[config.mk]
export PLATFORM = sky130hd
export DESIGN_NAME = sd_cmd_seq
export DESIGN_NICKNAME = d
export VERILOG_FILES = /design/src/rtl/sd_seq_pkg.sv /design/src/rtl/sd_reg_access.sv /design/src/rtl/sd_cmd_seq.sv
export SDC_FILE = /design/constraint.sdc
export NUM_CORES = 1
export LEC_CHECK = 0
export CAP_MARGIN = 30
export CORE_MARGIN = 2
export CORE_UTILIZATION = 49
export CTS_BUF_LIST = sky130_fd_sc_hd__clkbuf_8
export CTS_CLUSTER_DIAMETER = 80
export DETAILED_ROUTE_END_ITERATION = 10
export PLACE_DENSITY = 0.87
export SYNTH_ARGS = -nofsm -noshare
export SYNTH_HDL_FRONTEND = slang
export SYNTH_SLANG_ARGS = --single-unit
[constraint.sdc]
create_clock -name msoc_clk -period 2.45 [get_ports msoc_clk]
set_input_delay 0.49 -clock msoc_clk [delete_from_list [all_inputs] [get_ports msoc_clk]]
set_output_delay 0.49 -clock msoc_clk [all_outputs]
set_load 0.02 [all_outputs]
[src/rtl/sd_seq_pkg.sv]
// sd_seq_pkg: shared definitions for the SD command sequencer.
//   - seq_state_t : sequencer FSM states
//   - SD_W_* / SD_R_* : sd_bus register indices used for writes / reads
//   - SD_ST_*     : status word bit positions
//   - sd_addr()   : builds the 18-bit register-port address from an index
package sd_seq_pkg;

  typedef enum logic [3:0] {
    ST_IDLE,
    ST_W_ARG,
    ST_W_CMD,
    ST_W_SET,
    ST_W_TMO,
    ST_W_START,
    ST_POLL,
    ST_PCHK,
    ST_RD0,
    ST_RD1,
    ST_RD2,
    ST_RD3,
    ST_W_STOP,
    ST_CLR,
    ST_CCHK,
    ST_RESP
  } seq_state_t;

  localparam logic [10:0] SD_W_ARG   = 11'd2;
  localparam logic [10:0] SD_W_CMD   = 11'd3;
  localparam logic [10:0] SD_W_SET   = 11'd4;
  localparam logic [10:0] SD_W_START = 11'd5;
  localparam logic [10:0] SD_W_TMO   = 11'd9;

  localparam logic [10:0] SD_R_RESP0  = 11'd0;
  localparam logic [10:0] SD_R_RESP1  = 11'd1;
  localparam logic [10:0] SD_R_RESP2  = 11'd2;
  localparam logic [10:0] SD_R_RESP3  = 11'd3;
  localparam logic [10:0] SD_R_STATUS = 11'd5;

  localparam int SD_ST_CMD_FIN = 8;
  localparam int SD_ST_DAT_FIN = 10;

  // Register index to 64-bit-word byte address; bits [17:14] stay zero.
  function automatic logic [17:0] sd_addr(input logic [10:0] idx);
    return {4'b0000, idx, 3'b000};
  endfunction

endpackage

[src/rtl/sd_reg_access.sv]
// sd_reg_access: performs one register-port access per request.
//   acc/we/idx/wdata : access request from the sequencer (level, held by FSM)
//   m_*              : sd_bus spisd_* register port
//   done             : write -> same cycle; read -> last cycle of the RD_LAT hold
//   rdata            : m_rddata[31:0] captured at the end of the last read cycle
module sd_reg_access
  import sd_seq_pkg::*;
#(
  parameter int RD_LAT = 2
) (
  input  logic        msoc_clk,
  input  logic        rstn,
  input  logic        acc,
  input  logic        we,
  input  logic [10:0] idx,
  input  logic [63:0] wdata,
  output logic        m_en,
  output logic        m_we,
  output logic [7:0]  m_be,
  output logic [17:0] m_addr,
  output logic [63:0] m_wrdata,
  input  logic [63:0] m_rddata,
  output logic        done,
  output logic [31:0] rdata
);

  localparam logic [2:0] LAST = 3'(RD_LAT - 1);

  logic [2:0]  cnt;
  logic [17:0] addr_q;
  logic        rd_last;
  logic        unused_hi;

  assign unused_hi = ^m_rddata[63:32];

  assign rd_last  = acc && !we && (cnt == LAST);
  assign done     = acc && (we || (cnt == LAST));
  assign m_en     = acc;
  assign m_we     = acc && we;
  assign m_be     = (acc && we) ? 8'hFF : 8'h00;
  // Address keeps its last value between accesses.
  assign m_addr   = acc ? sd_addr(idx) : addr_q;
  assign m_wrdata = (acc && we) ? wdata : 64'd0;

  always_ff @(posedge msoc_clk or negedge rstn) begin
    if (!rstn) begin
      cnt    <= 3'd0;
      addr_q <= 18'd0;
      rdata  <= 32'd0;
    end else begin
      if (acc) addr_q <= sd_addr(idx);
      if (acc && !we && !rd_last) cnt <= cnt + 3'd1;
      else                        cnt <= 3'd0;
      if (rd_last) rdata <= m_rddata[31:0];
    end
  end

endmodule

[src/rtl/sd_cmd_seq.sv]
// sd_cmd_seq: runs one SD command on sd_bus per accepted request.
//   req_*   : command request (valid/ready)
//   resp_*  : response beat (valid/ready) with 127-bit response, status, error
//   busy    : sequencer owns the sd_bus register port
//   m_*     : sd_bus spisd_* register port
//
// state    | meaning
// IDLE     | ready for a request
// W_ARG    | write argument (idx 2)
// W_CMD    | write command index (idx 3)
// W_SET    | write {data_start,setting} (idx 4)
// W_TMO    | write timeout (idx 9)
// W_START  | write 1 to start (idx 5)
// POLL     | read status
// PCHK     | idle cycle, evaluate cmd finish / watchdog
// RD0..RD3 | read response words 0..3
// W_STOP   | write 0 to start (idx 5)
// CLR      | read status
// CCHK     | idle cycle, wait for cmd finish to drop / watchdog
// RESP     | present response until accepted
module sd_cmd_seq
  import sd_seq_pkg::*;
#(
  parameter logic [23:0] POLL_LIMIT = 24'hFFFFFF,
  parameter int          RD_LAT     = 2
) (
  input  logic         msoc_clk,
  input  logic         rstn,
  input  logic         req_valid,
  output logic         req_ready,
  input  logic [5:0]   req_cmd,
  input  logic [31:0]  req_arg,
  input  logic [2:0]   req_setting,
  input  logic [2:0]   req_data_start,
  input  logic [31:0]  req_timeout,
  output logic         resp_valid,
  input  logic         resp_ready,
  output logic [127:0] resp_data,
  output logic [31:0]  resp_status,
  output logic         resp_err,
  output logic         busy,
  output logic         m_en,
  output logic         m_we,
  output logic [7:0]   m_be,
  output logic [17:0]  m_addr,
  output logic [63:0]  m_wrdata,
  input  logic [63:0]  m_rddata
);

  seq_state_t state, state_nx;

  logic             rdy_en;
  logic [5:0]       cmd_q;
  logic [31:0]      arg_q;
  logic [5:0]       set_q;
  logic [31:0]      tmo_q;
  logic [23:0]      wd_cnt;
  logic             err_q;
  logic [31:0]      status_q;
  logic [3:0][31:0] words_q;
  logic             cap_q;
  logic [1:0]       cap_sel;

  logic        acc, we, done, accept, wd_exp, cmd_fin;
  logic [10:0] idx;
  logic [63:0] wdata;
  logic [31:0] rdata;

  assign accept  = req_ready && req_valid;
  assign wd_exp  = (wd_cnt >= POLL_LIMIT);
  assign cmd_fin = rdata[SD_ST_CMD_FIN];

  assign req_ready   = (state == ST_IDLE) && rdy_en;
  assign resp_valid  = (state == ST_RESP);
  assign busy        = (state != ST_IDLE) && (state != ST_RESP);
  assign resp_err    = err_q;
  assign resp_status = status_q;
  assign resp_data   = {words_q[3], words_q[2], words_q[1], words_q[0]};

  sd_reg_access #(.RD_LAT(RD_LAT)) u_acc (
    .msoc_clk (msoc_clk),
    .rstn     (rstn),
    .acc      (acc),
    .we       (we),
    .idx      (idx),
    .wdata    (wdata),
    .m_en     (m_en),
    .m_we     (m_we),
    .m_be     (m_be),
    .m_addr   (m_addr),
    .m_wrdata (m_wrdata),
    .m_rddata (m_rddata),
    .done     (done),
    .rdata    (rdata)
  );

  always_comb begin
    state_nx = state;
    acc      = 1'b0;
    we       = 1'b0;
    idx      = SD_R_STATUS;
    wdata    = 64'd0;
    case (state)
      ST_IDLE:    if (accept) state_nx = ST_W_ARG;
      ST_W_ARG:   begin acc = 1'b1; we = 1'b1; idx = SD_W_ARG;   wdata = {32'd0, arg_q}; state_nx = ST_W_CMD;   end
      ST_W_CMD:   begin acc = 1'b1; we = 1'b1; idx = SD_W_CMD;   wdata = {58'd0, cmd_q}; state_nx = ST_W_SET;   end
      ST_W_SET:   begin acc = 1'b1; we = 1'b1; idx = SD_W_SET;   wdata = {58'd0, set_q}; state_nx = ST_W_TMO;   end
      ST_W_TMO:   begin acc = 1'b1; we = 1'b1; idx = SD_W_TMO;   wdata = {32'd0, tmo_q}; state_nx = ST_W_START; end
      ST_W_START: begin acc = 1'b1; we = 1'b1; idx = SD_W_START; wdata = 64'd1;          state_nx = ST_POLL;    end
      ST_POLL:    begin acc = 1'b1; idx = SD_R_STATUS; if (done) state_nx = ST_PCHK; end
      // Watchdog wins over finish so POLL_LIMIT=0 always errors on the first sample.
      ST_PCHK: begin
        if (wd_exp)       state_nx = ST_W_STOP;
        else if (cmd_fin) state_nx = ST_RD0;
        else              state_nx = ST_POLL;
      end
      ST_RD0:    begin acc = 1'b1; idx = SD_R_RESP0; if (done) state_nx = ST_RD1;    end
      ST_RD1:    begin acc = 1'b1; idx = SD_R_RESP1; if (done) state_nx = ST_RD2;    end
      ST_RD2:    begin acc = 1'b1; idx = SD_R_RESP2; if (done) state_nx = ST_RD3;    end
      ST_RD3:    begin acc = 1'b1; idx = SD_R_RESP3; if (done) state_nx = ST_W_STOP; end
      ST_W_STOP: begin acc = 1'b1; we = 1'b1; idx = SD_W_START; wdata = 64'd0; state_nx = ST_CLR; end
      ST_CLR:    begin acc = 1'b1; idx = SD_R_STATUS; if (done) state_nx = ST_CCHK; end
      ST_CCHK: begin
        if (!cmd_fin || wd_exp) state_nx = ST_RESP;
        else                    state_nx = ST_CLR;
      end
      ST_RESP:   if (resp_ready) state_nx = ST_IDLE;
      default:   state_nx = ST_IDLE;
    endcase
  end

  always_ff @(posedge msoc_clk or negedge rstn) begin
    if (!rstn) begin
      state    <= ST_IDLE;
      rdy_en   <= 1'b0;
      cmd_q    <= 6'd0;
      arg_q    <= 32'd0;
      set_q    <= 6'd0;
      tmo_q    <= 32'd0;
      wd_cnt   <= 24'd0;
      err_q    <= 1'b0;
      status_q <= 32'd0;
      words_q  <= '0;
      cap_q    <= 1'b0;
      cap_sel  <= 2'd0;
    end else begin
      state  <= state_nx;
      rdy_en <= 1'b1;

      if (accept) begin
        cmd_q    <= req_cmd;
        arg_q    <= req_arg;
        set_q    <= {req_data_start, req_setting};
        tmo_q    <= req_timeout;
        err_q    <= 1'b0;
        status_q <= 32'd0;
        words_q  <= '0;
      end

      // One watchdog for both poll phases, restarted by each start/stop write.
      if (state == ST_W_START || state == ST_W_STOP)
        wd_cnt <= 24'd0;
      else if ((state inside {ST_POLL, ST_PCHK, ST_CLR, ST_CCHK}) && (wd_cnt != 24'hFFFFFF))
        wd_cnt <= wd_cnt + 24'd1;

      if (state == ST_PCHK) begin
        status_q <= rdata;
        if (wd_exp) err_q <= 1'b1;
      end
      if (state == ST_CCHK) begin
        status_q <= rdata;
        if (cmd_fin && wd_exp) err_q <= 1'b1;
      end

      // Read data lands in rdata one cycle after done, so store it a cycle later.
      cap_q <= 1'b0;
      if (done && (state inside {ST_RD0, ST_RD1, ST_RD2, ST_RD3})) begin
        cap_q   <= 1'b1;
        cap_sel <= idx[1:0];
      end
      if (cap_q)
        words_q[cap_sel] <= (cap_sel == 2'd3) ? {1'b0, rdata[30:0]} : rdata;
    end
  end

endmodule

# Yosys cells after proc, flatten, opt, wreduce, memory -nomap -nowiden
# Index checks and enable logic that the tools add are counted.
# word_totals
ff_bits	322
out_inout_bits	256
# classes
addsub	2
magnitude_cmp	3
n_eq_ne	27
muxes	37
reduce_logical	29
# ops
op	n
$mux 128	2
$mux 32	6
$pmux 32 s5	1
$bwmux 128	1
$demux 32 s2	1
$pmux 4 s16	1
$mux 24	2
$mux 4	10
$eq 4x4->1 const B	8
$add 24x1->24 const B	1
$ge 24x24->1 const B	1
$ne 24x24->1 const B	1
$pmux 4 s6	1
$mux 18	1
$eq 4x3->1 const B	4
$ne 2x2->1 const B	7
$logic_and 1x1->1	12
$reduce_bool 4->1	3
$reduce_or 12->1	1
$eq 4x2->1 const B	2
$mux 1	8
$mux 8	1
$reduce_and 8->1	1
$reduce_or 6->1	1
other kinds (16)	21

# Logic depth before layout (Yosys ltp)
# depth
depth_word	9
depth_mapped	8
mapped_depth_nobuf	7

# Cells and area by module
# Synthesis repeated with hierarchy kept, for this count alone.
# hier_totals
cells_unflattened	1446
hier_area_um2	14031.0
# modules_own_cells
module	instances	cells_each	area_per_inst_um2	seq_area_each_um2
sd_cmd_seq	1	1237	11370.9	6731.5
sd_reg_access	1	209	2660.1	1326.3

# Least setup slack after synthesis
# Ideal clock, no wire load.
# synth_timing
kind	flip-flop to output port
startpoint	register state[0]
endpoint	output port m_be[0]
t_arrival_ns	2.235
required_time_ns	1.960
slack_ns	-0.275
path_stages_with_launch	6
n_path_buf	3
path_cell_list	dfrtp_1 buf_2 buf_1 mux2i_1 o21ai_0 buf_4
# synth_between
elab_chain_len	5
# synth_lines
item	line_no	source
start, declared	sd_cmd_seq.sv:50	seq_state_t state, state_nx;
start signal, assigned	sd_cmd_seq.sv:147	state <= state_nx;
$eq 4x3->1 (tied with other cells)	sd_cmd_seq.sv:103	case (state)
$reduce_or 12->1 (no source line) or $reduce_or 6->1 (tied branches)	n/a	
$mux 1	sd_cmd_seq.sv:103	
$logic_and 1x1->1 *	n/a	
via m_we	sd_cmd_seq.sv:43	output logic m_we,
$mux 8 *	sd_reg_access.sv:40	assign m_be = (acc && we) ? 8'hFF : 8'h00;
end, declared	sd_cmd_seq.sv:44	output logic [7:0] m_be,
# The timed path passes the listed nets; every way through them passes the cells marked *.

# Worst setup path after layout
# layout_timing
startpoint	register state[3]
endpoint	output port m_wrdata[19]
# layout_between
elab_chain_len	5
# layout_lines
item	line_no	source
$eq 4x3->1 (tied with other cells)	sd_cmd_seq.sv:103	
$reduce_or 12->1 (no source line) or $reduce_or 6->1 (tied branches)	n/a	
$mux 1	sd_cmd_seq.sv:103	
$logic_and 1x1->1	sd_reg_access.sv:43	assign m_wrdata = (acc && we) ? wdata : 64'd0;
$mux 32 *	sd_reg_access.sv:43	
end, declared	sd_cmd_seq.sv:46	output logic [63:0] m_wrdata,
# Mark *: on every way between the ends. The rest lies on a longest branch, timed or not.

==> results.md <==
- Cells with a size suffix above 1 make up 15.80% of the layout.
- The first TritonRoute pass finished after 5 iterations.
- The deepest clock path buffer count is 3.
- Of the total power, registers draw between 30% and 40%.
- The total length of routed met3 wires is roughly 4200 um.
- The I/O pin total is 400.
- For this run, the register share of the synthesized area comes to ~59%.
- The insertion delay of the later-clocked pin in the worst-skew pair is ~0.57 ns.
- The peak supply drop is 893.8 uV.
- The total global routing overflow is 0.
- The clock sink count is roughly 320.
- The buffer cell driving the clock tree root is sky130_fd_sc_hd__clkbuf_8.
- The path type of the worst setup path is reg -> out.
- The cell with the largest stage delay on the worst path is sky130_fd_sc_hd__dfrtp_2.
- After filler insertion, the fill cell instance count of the layout stands at 1926.
- The data arrival time of the critical path is 2.12 ns.
- For the finished layout, the period the worst path requires is roughly 2.6 ns.
- The cell internal power dissipation is 0.01525 W.
- The flow ran to the end, but the final reports show violations.
- The async set or reset register ratio after synthesis is between 90% and 100%.
- Once routing completed, OpenROAD measured the worst setup slack at -0.1584 ns.
- The number of violations of the max-capacitance limit is 0.
- The starting density of the core is 49.49%.
- Setup repair after global routing could not meet its margin everywhere.
- The most used flip-flop cell after synthesis is sky130_fd_sc_hd__dfrtp_1.
- The number of global-route vias before repair came to ~12000.
- The path category of the worst min-delay check is in -> async.
- The number of buffers created by CTS is 51.
- In this run, the clock network consumes between 10% and 20% of the power.
- The minimum hold slack is between 0.4 and 0.5 ns.
- The final routed DRC violation total is 0.
- The number of standard-cell rows in the floorplan is ~60.
- The period utilization is 106.5%.
- Walking the worst path, the cells encountered are buf_6 -> nor4_4 -> buf_4 -> buf_8 -> a22o_1 -> buf_6.
- In this run, the number of DRC markers left after iteration 0 of detailed routing was 776.
- The count of flip-flops with a built-in enable after synthesis is 0.
- In this run the static leakage power is 8.891 nW.
- The deepest level of the CTS H-tree is 2.
- The first global-routing pass estimated 65540 um of wire.
- Measured against its own limit, the worst slew margin works out to roughly 54%.
- The floorplan step defined a core boundary enclosing between 20000 and 30000 um^2.
- The nature of the critical path startpoint is a flop.
- The number of antenna diodes in the final layout is 0.
- In the layout the commonest cells are 570 x sky130_fd_sc_hd__nand2_1, 318 x sky130_fd_sc_hd__dfrtp_1, 271 x sky130_fd_sc_hd__clkdlybuf4s50_1.
- The final standard cell utilization of the core is between 60% and 70%.
- The worst setup path is captured at a primary output.
- The routed layout has approximately 12000 vias.
- Signal routing reaches up to met4.
- The post-route clock skew is around 0.024 ns.
- Combinational logic is responsible for around 44% of the overall power.
- For this design the total switching power over the nets is approximately 0.010 W.
- In the detailed route, the total length drawn on met2 is between 20000 and 25000 um.
- For this run, the slowest stage of the critical path takes 0.47 ns.
- The hold violation count in the final report is 0.
- The most common cell after layout, fill and taps aside is sky130_fd_sc_hd__nand2_1.
- In this run, placement finished with an instance count of between 2000 and 2500.
- The synthesis-stage register bit count is ~320.
- From left edge to right edge, the die measures approximately 170 um.
- The number of different library cells used by synthesis comes to between 50 and 60.
- Excluding fillers, the count of instances in the completed layout stands at roughly 2200.
- The total power density per cell area is 1334 nW/um^2.
- The congestion estimate from routability-driven global placement came to around 0.85.
- By instance count, the cell type seen most on the critical path is sky130_fd_sc_hd__buf_6.
- TritonCTS built the clock tree.
- The number of input and output port buffers inserted is around 340.
- After detailed routing, the wire length on met1 is ~16000 um.
- Setup violations remaining at the end of the flow were counted as slightly below 60.
- The cell count after synthesis is ~1500.
- The clock-pin transition on the worst setup and hold timing paths is 0.07 ns.
- The checks that failed: negative setup slack.
- The die extent in y is approximately 170 um.
- The relative area change from synthesis to final layout is 39.33%.
- The switching part of the total is 40.00%.
- The maximum number of pins on one net before global-route repair is approximately 110.
- At the pin with the least slew margin, the transition time is between 0.6 and 0.7 ns.
- The final-stage net count is 1964.
- The average wire per standard cell is roughly 19 um.
- The largest fanout of any net on the critical path is 10.
- The number of antenna violations at the first check in global routing is 0.
- Yosys printed 0 warnings.
- Dividing the synthesized area by the synthesized cell count gives between 9 and 10 um^2.
- Based on the critical path, the design can be clocked at up to between 300 and 400 MHz.
- The sum of net half-perimeters after detailed placement is approximately 26000 um.
- The antenna violation net count after detailed routing is 0.
- Summing every instance area after synthesis gives 13670 um^2.
- In the routed layout, each cell is associated on average with a via count of ~5.4.
- The overall die area is roughly 29000 um^2.
- The overall routing resource usage is around 28%.
- The number of pins exceeding their max-slew limit in the final report came to 0.
- Summed over all layers, the routed wires come to approximately 42000 um.
- Data on the critical path is required at its endpoint by between 1.5 and 2 ns.
- The worst-case setup slack after placement is -0.06044 ns.
what timing repair did:
item,CTS,global route
gates resized for setup,394,38
pin swaps,15,12
hold buffers,1,0
setup buffers,12,7
cloned,4,1
hold endpoints to repair,55,0
setup endpoints to repair,63,63
worst max-delay path: cells and delay by family, from the launching register on:
kind / cells / cell delay, ns
flip-flops: 1 / 0.47
AND/OR/NAND/NOR: 1 / 0.26
buffers and inverters: 4 / 0.62
AO/OA/AOI/OAI: 1 / 0.20
registers in the layout, summed over array words and instances, names as in the netlist:
name and count:
arg_q 32, cap_q 1, cap_sel 2, cmd_q 6, rdy_en 1, resp_data 128, resp_err 1, resp_status 32
set_q 6, state 4, tmo_q 32, u_acc.addr_q 18, u_acc.cnt 3, u_acc.rdata 32, wd_cnt 24
per-layer routing:
layer	track usage, %	vias to the layer above
li1	-	5455
met1	33.47	5977
met2	46.93	595
met3	10.02	140
met4	12.86	0
met5	0	-
cell type report:
type / count / area [um^2] / share of cell area (%)
Inverter: 9 / 36.28 / 0.1905
Multi-Input combinational cell: 1035 / 5264 / 27.63
Clock buffer: 65 / 894.6 / 4.696
Clock inverter: 26 / 166.4 / 0.8735
Sequential cell: 322 / 8063 / 42.32
Tap cell: 378 / 473.0 / 2.482
Timing Repair Buffer: 398 / 4155 / 21.81
power by group through the flow:
stage	logic, W	registers (W)	clock network (W)
after floorplan	0.00402	0.0105	0
after global placement	0.0102	0.00928	0
after detailed placement	0.0105	0.00939	0
after CTS	0.0110	0.00940	0.00477
after global routing	0.0121	0.00974	0.00500
final	0.0113	0.00948	0.00469
cells by family after synthesis:
family	count (synthesis)	share of synthesized area (%)
buffers and inverters	138	5.087
other	2	0.05492
and+or+nand+nor	688	20.50
DFF	322	58.93
adders and majority gates	3	0.2745
xor gates and xnor gates	7	0.4484
muxes	45	3.605
AOI/OAI and AO/OA	259	11.11
metrics by stage:
stage | setup TNS (ns) | power [W] | area (um^2)
CTS | -2.331 | 0.02516 | 18960
global placement | -0.1514 | 0.01945 | 17490
global route | -10.09 | 0.02684 | 19050
detailed placement | -0.2347 | 0.01986 | 17490
floorplan | 0 | 0.01454 | 13790
finish | -5.185 | 0.02542 | 19050
cells in the mapped netlist, drive strengths merged, types with 5 or more instances:
library cell / number / area share, %
a21oi: 16 / 0.59
a22o: 27 / 1.7
a22oi: 5 / 0.27
and2: 16 / 0.73
and3: 6 / 0.27
buf: 55 / 2.8
clkbuf: 74 / 2.0
dfrtp: 322 / 59
inv: 9 / 0.25
mux2: 34 / 2.8
mux2i: 11 / 0.81
nand2: 572 / 16
nand2b: 5 / 0.23
nand3: 19 / 0.70
nand4: 8 / 0.41
nor2: 32 / 0.88
nor3: 10 / 0.44
o21ai: 179 / 6.6
o31ai: 5 / 0.27
or3: 6 / 0.27
xnor2: 6 / 0.38
path summary, 6_finish.rpt:
check                                  endpoint  slack, ns             from  cells past startpoint
worst min register to register     u_acc.cnt[0]       0.48     u_acc.cnt[0]                      1
min in group msoc_clk                 tmo_q[10]       0.47  req_timeout[10]                      3
worst min-delay path            u_acc.rdata[24]       0.46             rstn                      2
max in group asynchronous             arg_q[13]       1.19             rstn                      3
worst max-delay path               m_wrdata[19]      -0.16         state[3]                      6
worst max register to register       wd_cnt[23]       0.14         state[1]                      7
No activity file was read; power rests on OpenSTA's default activity.
